[config.mk]
export PLATFORM = sky130hd
export DESIGN_NAME = logic_unit_multicycle_flat
export DESIGN_NICKNAME = d
export VERILOG_FILES = /design/src/rtl/logic_unit_multicycle_if.sv /design/src/rtl/logic_unit_multicycle.sv /design/src/flat_wrapper.sv
export SDC_FILE = /design/constraint.sdc
export NUM_CORES = 1
export LEC_CHECK = 0
export ABC_AREA = 0
export BUFFER_PORTS_ARGS = -buffer_cell sky130_fd_sc_hd__buf_2
export CORE_UTILIZATION = 30
export CTS_BUF_LIST = sky130_fd_sc_hd__clkbuf_8 sky130_fd_sc_hd__clkbuf_16
export DETAILED_ROUTE_END_ITERATION = 10
export GPL_TIMING_DRIVEN = 0
export PLACE_DENSITY = 0.59
export SLEW_MARGIN = 20
export SYNTH_ARGS = -nofsm -noshare
export SYNTH_HDL_FRONTEND = slang
export SYNTH_SLANG_ARGS = --single-unit
export TNS_END_PERCENT = 20
[constraint.sdc]
create_clock -name clk -period 2.9 [get_ports clk]
set_input_delay 0.58 -clock clk [delete_from_list [all_inputs] [get_ports clk]]
set_output_delay 0.58 -clock clk [all_outputs]
set_load 0.02 [all_outputs]
[src/rtl/logic_unit_multicycle_if.sv]
`default_nettype none
// ============================================================================
// Module   : logic_unit_multicycle_if
// Brief    : start/busy/done handshake and operand/result bus for the
//            multicycle logic unit.
// Revision : 1.0 - initial release
// ============================================================================
interface logic_unit_multicycle_if #(
  parameter int WIDTH = 16
);
  logic             start;
  logic [1:0]       op;
  logic [WIDTH-1:0] a;
  logic [WIDTH-1:0] b;
  logic             busy;
  logic             done;
  logic [WIDTH-1:0] result;
  logic             zero;

  modport master (
    output start, op, a, b,
    input  busy, done, result, zero
  );

  modport slave (
    input  start, op, a, b,
    output busy, done, result, zero
  );
endinterface
`default_nettype wire

[src/rtl/logic_unit_multicycle.sv]
`default_nettype none
// ============================================================================
// Module   : logic_unit_multicycle
// Brief    : Bitwise AND/OR/XOR/NOR unit processing SLICE bits per cycle,
//            LSB slice first. Optional macro LOGIC_UNIT_ZERO_FLAG_EN enables
//            the registered result==0 flag.
// Revision : 1.0 - initial release
// ============================================================================
module logic_unit_multicycle #(
  parameter int WIDTH = 16,
  parameter int SLICE = 4
) (
  input  wire                          clk,
  input  wire                          reset,
  logic_unit_multicycle_if.slave       bus
);

  localparam int NSLICE = WIDTH / SLICE;
  localparam int IDX_W  = (NSLICE > 1) ? $clog2(NSLICE) : 1;

  localparam logic [1:0] S_IDLE = 2'd0;
  localparam logic [1:0] S_RUN  = 2'd1;
  localparam logic [1:0] S_DONE = 2'd2;

  localparam logic [1:0] OP_AND = 2'b00;
  localparam logic [1:0] OP_OR  = 2'b01;
  localparam logic [1:0] OP_XOR = 2'b10;

  logic [1:0]       r_state;
  logic [1:0]       w_nextState;
  logic [WIDTH-1:0] r_aQ;
  logic [WIDTH-1:0] r_bQ;
  logic [1:0]       r_opQ;
  logic [IDX_W-1:0] r_index;
  logic [WIDTH-1:0] r_result;
  logic [WIDTH-1:0] w_resultNext;
  logic [SLICE-1:0] w_sliceA;
  logic [SLICE-1:0] w_sliceB;
  logic [SLICE-1:0] w_sliceOut;
  logic             w_lastSlice;
  logic             w_accept;
  logic             w_busy;
  logic             w_done;

  assign w_lastSlice = (r_index == IDX_W'(NSLICE - 1));
  // DONE accepts a new request exactly like IDLE, giving back-to-back issue.
  assign w_accept    = (r_state != S_RUN) && bus.start;

  // State register
  always_ff @(posedge clk) begin
    if (reset) begin
      r_state <= S_IDLE;
    end else begin
      r_state <= w_nextState;
    end
  end

  // Next-state logic
  always_comb begin
    w_nextState = S_IDLE;
    case (r_state)
      S_IDLE:  w_nextState = bus.start ? S_RUN : S_IDLE;
      S_RUN:   w_nextState = w_lastSlice ? S_DONE : S_RUN;
      S_DONE:  w_nextState = bus.start ? S_RUN : S_IDLE;
      default: w_nextState = S_IDLE;
    endcase
  end

  // Output logic
  always_comb begin
    w_busy = 1'b0;
    w_done = 1'b0;
    case (r_state)
      S_RUN:   w_busy = 1'b1;
      S_DONE:  w_done = 1'b1;
      default: begin
        w_busy = 1'b0;
        w_done = 1'b0;
      end
    endcase
  end

  assign w_sliceA = r_aQ[r_index*SLICE +: SLICE];
  assign w_sliceB = r_bQ[r_index*SLICE +: SLICE];

  always_comb begin
    case (r_opQ)
      OP_AND:  w_sliceOut = w_sliceA & w_sliceB;
      OP_OR:   w_sliceOut = w_sliceA | w_sliceB;
      OP_XOR:  w_sliceOut = w_sliceA ^ w_sliceB;
      default: w_sliceOut = ~(w_sliceA | w_sliceB);
    endcase
  end

  // Result with the current slice merged in; also feeds the zero flag.
  always_comb begin
    w_resultNext = r_result;
    if (r_state == S_RUN) begin
      w_resultNext[r_index*SLICE +: SLICE] = w_sliceOut;
    end
  end

  always_ff @(posedge clk) begin
    if (reset) begin
      r_aQ     <= '0;
      r_bQ     <= '0;
      r_opQ    <= 2'b00;
      r_index  <= '0;
      r_result <= '0;
    end else if (w_accept) begin
      r_aQ     <= bus.a;
      r_bQ     <= bus.b;
      r_opQ    <= bus.op;
      r_index  <= '0;
      r_result <= '0;
    end else if (r_state == S_RUN) begin
      r_result <= w_resultNext;
      r_index  <= w_lastSlice ? '0 : r_index + IDX_W'(1);
    end
  end

`ifdef LOGIC_UNIT_ZERO_FLAG_EN
  logic r_zero;

  always_ff @(posedge clk) begin
    if (reset) begin
      r_zero <= 1'b0;
    end else if ((r_state == S_RUN) && w_lastSlice) begin
      r_zero <= (w_resultNext == '0);
    end
  end

  assign bus.zero = r_zero;
`else
  assign bus.zero = 1'b0;
`endif

  assign bus.busy   = w_busy;
  assign bus.done   = w_done;
  assign bus.result = r_result;

endmodule
`default_nettype wire
[src/flat_wrapper.sv]
// flat-port wrapper written by rule: the top's interface ports become plain ports
module logic_unit_multicycle_flat 
#(
  parameter int WIDTH = 16,
  parameter int SLICE = 4
)
  (clk, reset, bus_start, bus_op, bus_a, bus_b, bus_busy, bus_done, bus_result, bus_zero);
  logic_unit_multicycle_if #(.WIDTH(WIDTH)) bus_i ();
  input  wire clk;
  input  wire reset;
  input wire logic [$bits(bus_i.start)-1:0] bus_start;
  input wire logic [$bits(bus_i.op)-1:0] bus_op;
  input wire logic [$bits(bus_i.a)-1:0] bus_a;
  input wire logic [$bits(bus_i.b)-1:0] bus_b;
  output wire logic [$bits(bus_i.busy)-1:0] bus_busy;
  output wire logic [$bits(bus_i.done)-1:0] bus_done;
  output wire logic [$bits(bus_i.result)-1:0] bus_result;
  output wire logic [$bits(bus_i.zero)-1:0] bus_zero;
  assign bus_i.start = bus_start;
  assign bus_i.op = bus_op;
  assign bus_i.a = bus_a;
  assign bus_i.b = bus_b;
  assign bus_busy = bus_i.busy;
  assign bus_done = bus_i.done;
  assign bus_result = bus_i.result;
  assign bus_zero = bus_i.zero;
  logic_unit_multicycle #(.WIDTH(WIDTH), .SLICE(SLICE)) u_core (.clk(clk), .reset(reset), .bus(bus_i));
endmodule
==> results by group <==
Clocking
  • CTS tree: built
  • CTS resizes: 0
  • Post-CTS Setup Repair Bufs: 0
  • Sink Count: 54
  • Cts bufs inserted: 5
  • Clock root cell: clkbuf_8
  • Max clock buf depth: 2
  • H-tree Lvls: 2
  • # hold bufs at CTS: 0
  • Reg clk slew, reported paths: 0.09 ns
  • Worst skew pair latency: 0.31 ns

Global routing
  • Vias in the first global route: 2,067
  • First-pass GRT wire length: 10.26 mm
  • Initial antenna violation count: 0
  • Largest net degree at the start of global routing: 16
  • Total grt overflow: 0
  • Global Route Usage Sum: 14.92%

Floorplanning
  • Site Rows: 33
  • Die Width: 95.12 um
  • Initial core utilization: 31.34%
  • Core Area: 8299 um^2
  • Height of the die: 95.12 um
  • Ports: 56
  • Die area: 9047 um^2

Timing
  • Final setup viols: 0
  • FMAX: 403.8 MHz
  • Worst slew pin tran: 0.5933 ns
  • Period minus WS final: 2.476 ns
  • Max Clock Skew: 0.006888 ns
  • Final Slew Violations: 0
  • Setup TNS: 0 ns
  • Final Hold Fails: 0
  • Final worst setup slack: 0.4236 ns
  • Final Cycle Share: 85.39%
  • Worst slew margin: 60.44%
  • RSZ-0062 raised after global routing: no

Logic synthesis
  • Post-synth net total: 324
  • Post-Synthesis Cell Area: 2601 um^2
  • Ys async rst share: 0%
  • Synthesized area per cell: 9.528 um^2
  • Ys flop type: dfxtp_1
  • Synth Warn #: 0
  • Yosys reg bits: 54
  • Sequential area share after synthesis: 41.56%
  • EDFF count, synth: 0
  • Netlist cell types: 33
  • Mapped Cells: 273

Finish
  • NumNets Final: 384
  • Layout cells sized above 1: 25.83%
  • Diode count: 0
  • Area Overhead vs Synth: 18.33%

Placed design
  • Dpl ws: 0.4138 ns
  • Gpl congestion: 0.7658
  • Port Buffers: 53
  • DP HPWL: 4.655 mm

Status
  • Outcome: finished, final reports clean

Power
  • Net Sw Frac: 27.82%
  • Psw: 0.0003991 W
  • Clock power share: 27.9%
  • Max VDD drop: 176.2 uV
  • Int Power: 0.001035 W
  • Combinational share of power: 16.8%
  • Pwr Density: 466.0 nW/um^2
  • Leak: 1.253 nW
  • Sequential power share: 55.3%

Worst hold path
  • Hold Crit Start: u_core.bus.result[8]
  • Worst hold path cell count: 1
  • HP Class: flop to flop

Routing
  • DR vias: 2,175
  • Final ANT Viol Nets: 0
  • 1st-iter DRT viols: 89
  • Vias/cell: 4.966
  • WL final: 6.321 mm
  • DRC: 0
  • 1st-pass router iterations: 4
  • Avg WL per Cell: 14.43 um

Setup path
  • Crit. Startpoint: u_core.r_index[0]
  • Crit Path Class: flop to flop
  • R2r startpoint: u_core.r_index[0]
  • Worst Reg-to-Reg Cells: 7
  • CP startpoint kind: flop
  • Worst-path fanout max: 10
  • CP required: 3.10 ns
  • Arr. time, crit path: 2.68 ns
  • Nature of the critical path endpoint: flop

Job
  • Max Cap Viol: 0
[synthesized netlist by cell type, types with 2 or more instances]
cell type | instances | area (um^2)
nor2_1 | 2 | 7.510
a22o_1 | 12 | 105.1
nand2b_1 | 3 | 18.77
buf_4 | 3 | 22.52
inv_1 | 10 | 37.54
a21oi_1 | 35 | 175.2
nor3_4 | 2 | 32.53
nand2_1 | 4 | 15.01
o21ai_0 | 30 | 150.1
nor4_2 | 2 | 25.02
a22o_2 | 4 | 40.04
ha_1 | 14 | 175.2
a211oi_1 | 4 | 30.03
and3b_1 | 4 | 35.03
mux2i_1 | 8 | 80.08
o21ai_1 | 4 | 20.02
xor2_1 | 4 | 35.03
clkbuf_1 | 15 | 56.30
nand3_1 | 35 | 175.2
buf_2 | 5 | 25.02
mux4_2 | 8 | 180.2
dfxtp_1 | 54 | 1081
[critical path: stages (launching register included)]
cell,delay [ns]
dfxtp_1,0.52
buf_2,0.36
mux4_2,0.57
inv_1,0.08
ha_1,0.22
mux2i_1,0.14
mux2i_1,0.19
a22o_2,0.29
[metrics by stage]
| step | hold slack (ns) | cell area (um^2) | utilization, % | cells | total power [W] |
|---|---|---|---|---|---|
| finish | 0.4776 | 3078 | 37.09 | 438 | 0.001434 |
| global placement | 0.4579 | 2998 | 36.12 | 431 | 0.001045 |
| CTS | 0.4791 | 3078 | 37.09 | 438 | 0.001448 |
| global route | 0.4963 | 3078 | 37.09 | 438 | 0.001512 |
| detailed placement | 0.4554 | 2998 | 36.12 | 431 | 0.001053 |
| floorplan | 0.4505 | 2601 | - | 273 | 0.0009734 |
[state kept, by name (all words and copies together) (netlist names)]
name               cells
u_core.bus.result     16
u_core.r_aQ           16
u_core.r_bQ           16
u_core.r_index         2
u_core.r_opQ           2
u_core.r_state         2
[power groups by stage]
stage                     Combinational [W]  Sequential, W  Clock [W]
after floorplan                    0.000171       0.000803          0
after global placement             0.000237       0.000809          0
after detailed placement           0.000243       0.000810          0
after CTS                          0.000244       0.000792   0.000411
after global routing               0.000272       0.000796   0.000443
final                              0.000241       0.000792   0.000400
[area by class of cell]
cell class	instances	area, um^2
Buffer	25	118.9
Clock buffer	5	68.82
Clock inverter	2	11.26
Fill cell	852	5221
Inverter	12	45.04
Multi-Input combinational cell	182	1356
Sequential cell	54	1081
Tap cell	105	131.4
Timing Repair Buffer	53	265.3
[per-layer routing]
layer | GRT usage [%] | vias up | part of all wire (%)
met5 | 0 | - | 0
met4 | 4.545 | 0 | 0.76
met3 | 3.110 | 5 | 4.9
met2 | 24.17 | 49 | 47
met1 | 19.82 | 1014 | 48
li1 | - | 1107 | -
[placed cells by master, fill, tap and decap left out, types with 4 or more instances in the layout]
master,count
clkbuf_1,15
a211oi_1,4
o21ai_1,4
buf_2,58
o21ai_0,30
a22o_2,4
clkbuf_8,5
dfxtp_1,54
a22o_1,12
nand3_1,35
nand2_1,4
mux2i_1,8
and3b_1,4
a21oi_1,35
ha_1,14
inv_1,11
mux4_2,8
xor2_1,4
[logic make-up after synthesis]
family	share of synthesized area, %
muxes	10.00
and+or+nand+nor	13.32
xor gates and xnor gates	1.347
AOI/OAI and AO/OA	20.59
adders and majority gates	6.734
other	0.1442
DFF	41.56
buffers and inverters	6.300
[final timing paths]
kind                          end  slack, ns
max          u_core.bus.result[2]       0.42
min          u_core.bus.result[8]       0.48
max reg2reg  u_core.bus.result[2]       0.42
min reg2reg  u_core.bus.result[8]       0.48
Note: power is estimated with default switching activity, not from simulation.
